===== src/rtl/alu_seq_pkg.sv =====
// Shared definitions for the sequential ALU: opcodes, FSM states, counter sizing.
package alu_seq_pkg;

  // Opcode values; anything at or above OP_RSVD_MIN is reserved.
  localparam int unsigned OP_ADD      = 0;
  localparam int unsigned OP_SUB      = 1;
  localparam int unsigned OP_AND      = 2;
  localparam int unsigned OP_OR       = 3;
  localparam int unsigned OP_XOR      = 4;
  localparam int unsigned OP_ANDN     = 5;
  localparam int unsigned OP_SLL      = 6;
  localparam int unsigned OP_SRL      = 7;
  localparam int unsigned OP_SRA      = 8;
  localparam int unsigned OP_ROL      = 9;
  localparam int unsigned OP_ROR      = 10;
  localparam int unsigned OP_MUL      = 11;
  localparam int unsigned OP_PASSA    = 12;
  localparam int unsigned OP_PASSB    = 13;
  localparam int unsigned OP_RSVD_MIN = 14;

  typedef enum logic [1:0] {
    S_IDLE = 2'd0,
    S_MUL  = 2'd1,
    S_DONE = 2'd2
  } state_e;

  // Iteration counter must be able to hold the value W itself.
  function automatic int cnt_width(input int width);
    return $clog2(width) + 1;
  endfunction

  localparam int OPERAND_WIDTH_DEFAULT = 16;
  localparam int CNT_W                 = cnt_width(OPERAND_WIDTH_DEFAULT);

endpackage


===== src/rtl/alu_seq_mul_iter.sv =====
// Iterative shift-add multiplier: one multiplier bit per clock, W clocks per product.
// product_o/done_o are valid combinationally during the last iteration so the
// caller can register the final product on the same edge the last bit is added.
module alu_mul_iter
  import alu_seq_pkg::*;
#(
  parameter int W = 16
) (
  input  logic           clk,
  input  logic           rst_n,
  input  logic           start_i,
  input  logic [W-1:0]   a_i,
  input  logic [W-1:0]   b_i,
  output logic [2*W-1:0] product_o,
  output logic           done_o
);

  localparam int CW = cnt_width(W);

  logic [2*W-1:0] mcand_q;
  logic [2*W-1:0] acc_q;
  logic [2*W-1:0] acc_d;
  logic [W-1:0]   mplier_q;
  logic [CW-1:0]  cnt_q;
  logic           run_q;
  logic           last_iter;

  assign acc_d     = acc_q + (mplier_q[0] ? mcand_q : '0);
  assign last_iter = run_q && (cnt_q == CW'(W - 1));
  assign product_o = acc_d;
  assign done_o    = last_iter;

  // Load operands on start, then add/shift one multiplier bit per edge until W bits are done.
  always_ff @(posedge clk or negedge rst_n) begin
    // NOTE: sequential state uses non-blocking assignments so every register samples pre-edge values.
    if (!rst_n) begin
      mcand_q  <= '0;
      acc_q    <= '0;
      mplier_q <= '0;
      cnt_q    <= '0;
      run_q    <= 1'b0;
    end else if (start_i) begin
      mcand_q  <= {{W{1'b0}}, a_i};
      acc_q    <= '0;
      mplier_q <= b_i;
      cnt_q    <= '0;
      run_q    <= 1'b1;
    end else if (run_q) begin
      acc_q    <= acc_d;
      mcand_q  <= mcand_q << 1;
      mplier_q <= mplier_q >> 1;
      cnt_q    <= cnt_q + CW'(1);
      if (last_iter) begin
        run_q <= 1'b0;
      end
    end
  end

endmodule


===== src/rtl/alu_seq.sv =====
// Sequential ALU with valid/ready handshake, registered result/flags and an
// iterative multiplier. Single-cycle ops give one result per clock under no stall.
module alu_seq
  import alu_seq_pkg::*;
#(
  parameter int OPERAND_WIDTH  = 16,
  parameter int NUM_OPERATIONS = 4
) (
  input  logic                      clk,
  input  logic                      rst,
  input  logic                      in_valid,
  output logic                      in_ready,
  input  logic [OPERAND_WIDTH-1:0]  ALUsrcA,
  input  logic [OPERAND_WIDTH-1:0]  ALUsrcB,
  input  logic [NUM_OPERATIONS-1:0] Oper,
  output logic                      out_valid,
  input  logic                      out_ready,
  output logic [OPERAND_WIDTH-1:0]  ALUresult,
  output logic                      N,
  output logic                      Z,
  output logic                      P,
  output logic                      CO,
  output logic                      err,
  output logic                      busy
);

  localparam int W    = OPERAND_WIDTH;
  localparam int SH_W = $clog2(W);

  state_e         state_q;
  logic           out_valid_q;
  logic           busy_q;
  logic [W-1:0]   result_q;
  logic           n_q, z_q, p_q, co_q, err_q;

  logic           accept;
  logic           is_mul;
  logic           mul_done;
  logic [2*W-1:0] mul_product;
  logic           load_en;
  int unsigned    op_idx;
  logic [SH_W-1:0] shamt;
  logic [W:0]     sum_ext;
  logic [2*W-1:0] rot_l, rot_r;
  logic [W-1:0]   alu_res;
  logic           alu_co, alu_err;
  logic [W-1:0]   res_d;
  logic           n_d, z_d, p_d, co_d, err_d;

  assign op_idx   = 32'(Oper);
  assign is_mul   = (op_idx == OP_MUL);
  assign in_ready = rst && ((state_q == S_IDLE) || (state_q == S_DONE && out_ready));
  assign accept   = in_valid && in_ready;
  // A new result is captured on a single-cycle accept or when the multiplier finishes.
  assign load_en  = (accept && !is_mul) || (state_q == S_MUL && mul_done);

  alu_mul_iter #(
    .W(W)
  ) u_mul (
    .clk      (clk),
    .rst_n    (rst),
    .start_i  (accept && is_mul),
    .a_i      (ALUsrcA),
    .b_i      (ALUsrcB),
    .product_o(mul_product),
    .done_o   (mul_done)
  );

  // Combinational op evaluation and selection of the next result/flags.
  always_comb begin
    // NOTE: every signal gets a default first so no path through the case infers a latch.
    alu_res = '0;
    alu_co  = 1'b0;
    alu_err = 1'b0;
    sum_ext = '0;
    rot_l   = '0;
    rot_r   = '0;
    shamt   = ALUsrcB[SH_W-1:0];
    case (op_idx)
      OP_ADD: begin
        sum_ext = {1'b0, ALUsrcA} + {1'b0, ALUsrcB};
        alu_res = sum_ext[W-1:0];
        alu_co  = sum_ext[W];
      end
      OP_SUB: begin
        sum_ext = {1'b0, ALUsrcA} + {1'b0, ~ALUsrcB} + (W+1)'(1);
        alu_res = sum_ext[W-1:0];
        alu_co  = sum_ext[W];
      end
      OP_AND:   alu_res = ALUsrcA & ALUsrcB;
      OP_OR:    alu_res = ALUsrcA | ALUsrcB;
      OP_XOR:   alu_res = ALUsrcA ^ ALUsrcB;
      OP_ANDN:  alu_res = ALUsrcA & ~ALUsrcB;
      OP_SLL:   alu_res = ALUsrcA << shamt;
      OP_SRL:   alu_res = ALUsrcA >> shamt;
      OP_SRA:   alu_res = $unsigned($signed(ALUsrcA) >>> shamt);
      OP_ROL: begin
        rot_l   = {ALUsrcA, ALUsrcA} << shamt;
        alu_res = rot_l[2*W-1:W];
      end
      OP_ROR: begin
        rot_r   = {ALUsrcA, ALUsrcA} >> shamt;
        alu_res = rot_r[W-1:0];
      end
      OP_MUL:   alu_res = '0;
      OP_PASSA: alu_res = ALUsrcA;
      OP_PASSB: alu_res = ALUsrcB;
      default:  alu_err = 1'b1;
    endcase

    if (state_q == S_MUL) begin
      res_d = mul_product[W-1:0];
      co_d  = |mul_product[2*W-1:W];
      err_d = 1'b0;
    end else begin
      res_d = alu_res;
      co_d  = alu_co;
      err_d = alu_err;
    end
    n_d = res_d[W-1];
    z_d = (res_d == '0);
    p_d = !n_d && !z_d;
  end

  // Result and flag registers; held whenever no new result is loaded (covers backpressure).
  always_ff @(posedge clk or negedge rst) begin
    if (!rst) begin
      result_q <= '0;
      n_q      <= 1'b0;
      z_q      <= 1'b0;
      p_q      <= 1'b0;
      co_q     <= 1'b0;
      err_q    <= 1'b0;
    end else if (load_en) begin
      result_q <= res_d;
      n_q      <= n_d;
      z_q      <= z_d;
      p_q      <= p_d;
      co_q     <= co_d;
      err_q    <= err_d;
    end
  end

  // Handshake FSM with registered out_valid and busy.
  always_ff @(posedge clk or negedge rst) begin
    if (!rst) begin
      state_q     <= S_IDLE;
      out_valid_q <= 1'b0;
      busy_q      <= 1'b0;
    end else begin
      case (state_q)
        S_IDLE: begin
          if (accept) begin
            if (is_mul) begin
              state_q <= S_MUL;
              busy_q  <= 1'b1;
            end else begin
              state_q     <= S_DONE;
              out_valid_q <= 1'b1;
            end
          end
        end
        S_MUL: begin
          if (mul_done) begin
            state_q     <= S_DONE;
            busy_q      <= 1'b0;
            out_valid_q <= 1'b1;
          end
        end
        S_DONE: begin
          if (out_ready) begin
            if (accept && !is_mul) begin
              state_q     <= S_DONE;
              out_valid_q <= 1'b1;
            end else if (accept) begin
              state_q     <= S_MUL;
              busy_q      <= 1'b1;
              out_valid_q <= 1'b0;
            end else begin
              state_q     <= S_IDLE;
              out_valid_q <= 1'b0;
            end
          end
        end
        default: begin
          state_q     <= S_IDLE;
          out_valid_q <= 1'b0;
          busy_q      <= 1'b0;
        end
      endcase
    end
  end

  assign out_valid = out_valid_q;
  assign busy      = busy_q;
  assign ALUresult = result_q;
  assign N         = n_q;
  assign Z         = z_q;
  assign P         = p_q;
  assign CO        = co_q;
  assign err       = err_q;

endmodule


===== config.mk =====
export PLATFORM = sky130hd
export DESIGN_NAME = alu_seq
export DESIGN_NICKNAME = d
export VERILOG_FILES = /design/src/rtl/alu_seq_pkg.sv /design/src/rtl/alu_seq_mul_iter.sv /design/src/rtl/alu_seq.sv
export SDC_FILE = /design/constraint.sdc
export NUM_CORES = 1
export LEC_CHECK = 0
export CAP_MARGIN = 20
export CORE_MARGIN = 2
export CORE_UTILIZATION = 45
export CTS_BUF_LIST = sky130_fd_sc_hd__clkbuf_8
export CTS_CLUSTER_SIZE = 8
export DETAILED_ROUTE_END_ITERATION = 8
export SKIP_LAST_GASP = 1
export SLEW_MARGIN = 10
export SYNTH_ARGS = -nofsm -noshare
export SYNTH_HDL_FRONTEND = slang
export SYNTH_HIERARCHICAL = 1
export SYNTH_SLANG_ARGS = --single-unit

===== constraint.sdc =====
create_clock -name clk -period 4.5 [get_ports clk]
set_clock_uncertainty 0.2 [all_clocks]
set_input_delay 0.9 -clock clk [delete_from_list [all_inputs] [get_ports clk]]
set_output_delay 0.9 -clock clk [all_outputs]
set_load 0.1 [all_outputs]

==> results of run 1 <==
## per-layer routing
layer	global-route usage, %	part of all wire, %	vias up
met1	47.9	42	6854
met3	5.44	7.9	166
met5	0	0	-
met2	56.9	45	771
met4	16.6	5.2	0
li1	-	-	6570
## state kept, by name, indices dropped and copies added, names as in the netlist
signal	count
ALUresult	16
state_q	2
Z	1
err	1
u_mul/mcand_q	32
out_valid	1
P	1
busy	1
u_mul/mplier_q	16
u_mul/cnt_q	5
CO	1
u_mul/run_q	1
u_mul/acc_q	32
## power by group through the flow
stage | registers, mW | clock network, mW | logic (mW)
floorplan | 2.05 | 0 | 3.08
global placement | 1.74 | 0 | 4.90
detailed placement | 1.75 | 0 | 4.95
CTS | 1.74 | 0.612 | 4.97
global route | 1.80 | 0.656 | 5.47
finish | 1.74 | 0.591 | 5.08
## path summary, 6_finish.rpt
path	from	end	slack (ns)	cells after the start
min in group clk	ALUresult[11]	ALUresult[11]	0.29	2
max in group asynchronous	rst	u_mul/run_q	2.47	2
hold / removal	rst	u_mul/mplier_q[15]	0.20	1
hold reg to reg	ALUresult[11]	ALUresult[11]	0.29	2
setup reg to reg	u_mul/mplier_q[0]	Z	0.03	17
setup / recovery	ALUsrcA[2]	Z	-0.002	13
## stage by stage
stage	area (sq um)	cells	setup WS (ns)	TNS, ns	util, %
2_1_floorplan	13200	1598	0.0124	0	-
3_3_place_gp	16500	2274	-0.535	-1.26	57.5
3_5_place_dp	16500	2274	-0.507	-1.29	57.5
4_1_cts	16700	2290	0.0189	0	58.2
5_1_grt	16900	2294	-0.0410	-0.0748	58.7
6_report	16900	2294	-0.00216	-0.00216	58.7
## worst reg2reg max path: stages, from the launching register on
cell and delay [ns]:
dfrtp_1 0.43, and2_1 0.17, ha_1 0.28, a21oi_1 0.18, nand4b_1 0.17, nand2_1 0.09
a21o_1 0.19, a21oi_2 0.17, xnor2_2 0.13, a32oi_1 0.19, o211ai_1 0.11, a2111oi_1 0.41
o221ai_1 0.26, o221ai_2 0.28, o2111ai_2 0.15, or4_4 0.53, nor4_4 0.29, mux2_1 0.16
## Yosys cell counts, types with 18 or more instances
cell type and n:
nor2_1 134, nand2_1 125, mux2i_1 114, dfrtp_1 110, a21oi_1 106, o21ai_0 104, clkbuf_1 89, ha_1 83
inv_1 53, nor3_1 41, and2_1 40, mux4_2 39, nand3_1 37, xnor2_1 26, buf_2 24, a21o_1 22
mux2_2 21, nor2b_1 21, o22ai_1 21, a31oi_1 18, nand2b_1 18
## layout by cell type (no fill, tap or decap), types with 22 or more instances in the layout
cell	count
a21o_1	22
a21oi_1	101
and2_1	40
buf_4	356
clkdlybuf4s50_1	54
dfrtp_1	109
ha_1	83
inv_1	54
mux2i_1	113
mux4_2	39
nand2_1	125
nand3_1	37
nor2_1	134
nor3_1	38
o21ai_0	102
xnor2_1	24
## final cells by class
| cell class | instances | area [sq um] | share of cell area [%] |
|---|---|---|---|
| flip-flops and latches | 110 | 2760 | 16.3 |
| clock buffers | 10 | 138 | 0.816 |
| clock inverters | 6 | 45.0 | 0.267 |
| multi-input cells | 1296 | 9710 | 57.6 |
| well taps | 384 | 480 | 2.85 |
| repair buffers | 429 | 3510 | 20.8 |
| inverters | 59 | 221 | 1.31 |
## cell families after synthesis
| group | count (synthesis) | share of synthesized area, % |
|---|---|---|
| compound gates | 470 | 23.7 |
| xor+xnor | 43 | 2.87 |
| fa+ha+maj | 86 | 8.36 |
| buf+inv | 192 | 6.64 |
| flops | 110 | 20.9 |
| mux | 182 | 17.8 |
| simple gates | 515 | 19.7 |
## timing repair
item / CTS / global route
pin swaps: 0 / 16
endpoints found under the setup margin: 1 / 4
buffers inserted: 0 / 4
resized for setup: 3 / 29
cloned: 0 / 0
==> results.json, run 1 <==
{
  "outcome": "finished with violations",
  "violations": "setup timing",
  "swShare_pct": 50.1,
  "diodes": 0,
  "final_net_count": 2031,
  "critPathBufInv": 4,
  "cts_buffers": 9,
  "cts_tree": "built",
  "dp_hpwl_um": 43800,
  "yosys.area.top_type_share_pct": 20.9,
  "grt_pass1_wl_um": 83900,
  "p_leak_nw": 7.62,
  "track_usage_pct": 35.8,
  "rsz0062_at_grt": "yes",
  "synth_area_sq_mm": 0.0131,
  "fin_crit_ns": 4.50,
  "required_ns": 4.66,
  "hold_viol_final": 0,
  "worst_hold_slack_ns": 0.203,
  "io_buffer_count": 63,
  "syn_nets": 1724,
  "routed_wl_um": 54900,
  "synth.area.top_cells": "dfrtp_1 (21%), mux2i_1 (8.7%), ha_1 (7.9%)",
  "cts_root_buffer": "clkbuf_8",
  "synth_edf_count": 0,
  "antenna_found_initial": 0,
  "max_freq_ghz": 0.222,
  "intPower_mw": 3.69,
  "synth_seq_cells": 110,
  "routedWlPerCell_um": 23.9,
  "first_iter_violations": 1308,
  "syn2layout_area_growth_pct": 28.3,
  "synth-warning-count": 6,
  "yosysSeqAreaShare_pct": 20.9,
  "globalplace.congestion": 1.03,
  "seqPwrFrac_pct": 23.5,
  "finalMaxSlewViolations": 0,
  "ys.flop_type": "dfrtp_1",
  "fin_ws_ns": -0.00216,
  "dieHeight_um": 175,
  "yosysTopAreaCell": "dfrtp_1",
  "finalPower_mw": 7.41,
  "dieArea_sq_mm": 0.0306,
  "cp-start-kind": "input pin",
  "clock_power_share_pct": 8.0,
  "drive_gt1_share_pct": 26.4,
  "crit_fanout": 16,
  "critPathKind": "input pin to register",
  "min_path_type": "input pin to asynchronous set/reset pin",
  "crit_arrival_ns": 4.66,
  "cts_buffer_depth": 2,
  "setup_viol": 1,
  "synthArstFlopShare_pct": 100,
  "crit_slowest_cell": "or4bb_1",
  "first_global_vias": 14000,
  "via_per_inst": 6.26,
  "relSlewSlack_pct": 31.9,
  "worst_slew_pin_slew_ns": 1.02,
  "grt_max_degree": 88,
  "clock_latency_ns": 0.43,
  "peakVddDrop_mv": 0.270,
  "power_frac_comb_pct": 68.6,
  "end_kind": "register",
  "syn_area_per_cell_sq_um": 8.23,
  "fill_cells": 2673,
  "drtAntennaViolNets": 0,
  "coreArea_sq_mm": 0.0287,
  "start_util_pct": 45.8,
  "row_count": 62,
  "firstDrtPassIters": 6,
  "power.switching_mw": 3.71,
  "synthCells": 1598,
  "io_pins": 64,
  "p_per_area_mw_per_mm2": 439,
  "slowest_delay_ns": 0.57,
  "clk_pin_slew_ns": 0.13,
  "maxCapViolCount": 0,
  "cpLargestDelayFamily": "simple AND/OR/NAND/NOR gates",
  "htree_levels": 3,
  "crit_top_cell": "buf_4",
  "period_share_pct": 100,
  "clock-sinks": 110,
  "vias": 14400,
  "synth.distinct_cells": 94,
  "drc": 0,
  "fp.dieW_um": 175,
  "grt_overflow": 0,
  "worstPathCellList": "clkdlybuf4s50_1 > buf_4 > buf_4 > mux4_2 > a21oi_1 > a311oi_1 > o21ai_0 > buf_4 > a41oi_2 > or4bb_1 > or4_4 > nor4_4 > mux2_1",
  "cts_hold_buf": 0
}
Power figures use the tool's default switching activity.
==> run 2: changes to the inputs <==
CTS_BUF_LIST = sky130_fd_sc_hd__clkbuf_4 sky130_fd_sc_hd__clkbuf_8 sky130_fd_sc_hd__clkbuf_16   (was sky130_fd_sc_hd__clkbuf_8)
SKIP_CTS_REPAIR_TIMING = 1   (was unset)
==> run 2 against run 1 <==
- the run still ends with setup timing left
- critical endpoint unchanged
- setup slack worse by 0.029 ns
- global-route usage rose by 0.061 points
- largest cell class unchanged
- clock power up 35%
- die area is the same
- non-clock buffer count increased by 2
- worst hold slack better by 0.066 ns
- sequential share of layout area is 0.18 points lower
- core utilization up 0.65 points
- fmax decreased by 0.63%
- largest power group unchanged
- final cell count barely moved
- first-iteration DRC count grew 8.1%
==> results.json, run 2 (synthesized netlist as in run 1, its figures left out) <==
{
  "outcome": "finished with violations",
  "violations": "setup timing",
  "instances_no_fill": 2296,
  "track_usage_pct": 35.8,
  "reg_top3": "u_mul/acc_q x32, u_mul/mcand_q x32",
  "critPathKind": "input pin to register",
  "p_per_area_mw_per_mm2": 448,
  "peakVddDrop_mv": 0.304,
  "worst_slew_pin_slew_ns": 1.01,
  "period_share_pct": 101,
  "setup_viol": 1,
  "dp_hpwl_um": 43800,
  "cp-endpoint": "Z",
  "start_util_pct": 45.8,
  "dieArea_sq_mm": 0.0306,
  "row_count": 62,
  "drive_gt1_share_pct": 27.2,
  "swShare_pct": 49.1,
  "vias": 14400,
  "power.switching_mw": 3.75,
  "first_iter_violations": 1414,
  "grt_overflow": 0,
  "clk_pin_slew_ns": 0.09,
  "antenna_found_initial": 0,
  "io_buffer_count": 63,
  "met3_wirelength_um": 4310,
  "hold_viol_final": 0,
  "fin_ws_ns": -0.0307,
  "finalPower_mw": 7.63,
  "seqPwrFrac_pct": 22.8,
  "placed_area_sq_mm": 0.0165,
  "critPathBufInv": 5,
  "reg2reg_setup_slack_ns": 0.05,
  "p_leak_nw": 7.69,
  "slowest_delay_ns": 0.57,
  "coreArea_sq_mm": 0.0287,
  "clock_latency_ns": 0.38,
  "first_global_vias": 13900,
  "power_frac_comb_pct": 66.8,
  "final_common_cell": "buf_4",
  "max_freq_ghz": 0.221,
  "crit_path_start": "Oper[1]",
  "crit_slowest_cell": "or4_4",
  "wl_met1_um": 23200,
  "fin_util_pct": 59.4,
  "globalplace.congestion": 1.03,
  "required_ns": 4.61,
  "grt_pass1_wl_um": 84100,
  "fp.dieW_um": 175,
  "postLayoutCellArea_sq_mm": 0.0170,
  "crit_top_cell": "buf_4",
  "cts_buffers": 9,
  "worstPathCellList": "clkdlybuf4s50_1 > buf_4 > buf_4 > nand4bb_1 > buf_4 > o21ai_0 > nor3_1 > buf_4 > nand3_1 > o221ai_4 > or4bb_1 > or4_4 > nor4_4 > mux2_4",
  "maxCapViolCount": 0,
  "fill_cells": 2659,
  "crit_fanout": 11,
  "dp_cells": 2274,
  "htree_levels": 3,
  "grt_max_degree": 88,
  "top_layer": "met4",
  "relSlewSlack_pct": 32.1,
  "cts_tree": "built",
  "crit_arrival_ns": 4.64,
  "routedWlPerCell_um": 24.0,
  "mostFrequentLayoutCells": "buf_4 (357), nor2_1 (134), nand2_1 (125)",
  "drc": 0,
  "firstDrtPassIters": 5,
  "clock_power_share_pct": 10.4,
  "io_pins": 64,
  "final_net_count": 2033,
  "diodes": 0,
  "syn2layout_area_growth_pct": 29.7,
  "cp.depth": 14,
  "cp-start-kind": "input pin",
  "clock-sinks": 110,
  "reg2reg_depth": 13,
  "routed_wl_um": 55000,
  "wl_met2_um": 24700,
  "finalMaxSlewViolations": 0,
  "cts_buffer_depth": 2,
  "intPower_mw": 3.89,
  "min_path_type": "input pin to asynchronous set/reset pin",
  "drtAntennaViolNets": 0,
  "cpLargestDelayFamily": "simple AND/OR/NAND/NOR gates",
  "rr_startpoint": "u_mul/mplier_q[0]",
  "setup_tns_ns": -0.0307,
  "cts_root_buffer": "clkbuf_16",
  "rsz0062_at_grt": "yes",
  "via_per_inst": 6.25,
  "r2r_end": "Z",
  "fin_crit_ns": 4.53,
  "dieHeight_um": 175,
  "end_kind": "register"
}
-- run 2: cell types whose count changed in the layout (fill, tap and decap cells not counted), sizes merged --
cell and delta:
dlymetal6s2s +1, clkbuf +1, clkdlybuf4s50 -1, inv -1
buf +2
-- run 2: area by class of cell --
class	instances	area [sq um]	share of cell area [%]
clock inverter	5	41.3	0.242
multi-input combinational	1296	9770	57.3
clock buffer	11	246	1.45
timing repair buffer	431	3530	20.7
tap	384	480	2.82
sequential	110	2760	16.2
inverter	59	221	1.30
-- run 2: through the flow --
| step | worst slack [ns] | hold slack (ns) |
|---|---|---|
| 3_3_place_gp | -0.535 | 0.266 |
| 5_1_grt | -0.0965 | 0.293 |
| 6_report | -0.0307 | 0.269 |
| 3_5_place_dp | -0.507 | 0.271 |
| 4_1_cts | -0.125 | 0.277 |
| 2_1_floorplan | 0.0124 | 0.270 |
-- run 2: worst min path at each step --
stage	from	endpoint	slack, ns
2_1_floorplan	u_mul/acc_q[26]	u_mul/acc_q[26]	0.27
3_3_place_gp	CO	CO	0.27
3_5_place_dp	ALUresult[11]	ALUresult[11]	0.27
4_1_cts	rst	u_mul/mplier_q[11]	0.28
5_1_grt	rst	u_mul/mplier_q[15]	0.29
6_report	rst	u_mul/mplier_q[15]	0.27
-- run 2: power groups by stage --
| stage | clock network (mW) | registers, mW | logic, mW |
|---|---|---|---|
| after floorplan | 0 | 2.05 | 3.08 |
| after global placement | 0 | 1.74 | 4.90 |
| after detailed placement | 0 | 1.75 | 4.95 |
| after CTS | 0.815 | 1.74 | 4.97 |
| after global routing | 0.863 | 1.80 | 5.49 |
| final | 0.796 | 1.74 | 5.10 |
-- run 2: metal layers --
metal | track usage (%) | vias up
li1 | - | 6566
met4 | 16.7 | 0
met2 | 57.1 | 752
met5 | 0 | -
met1 | 48.1 | 6860
met3 | 5.16 | 177
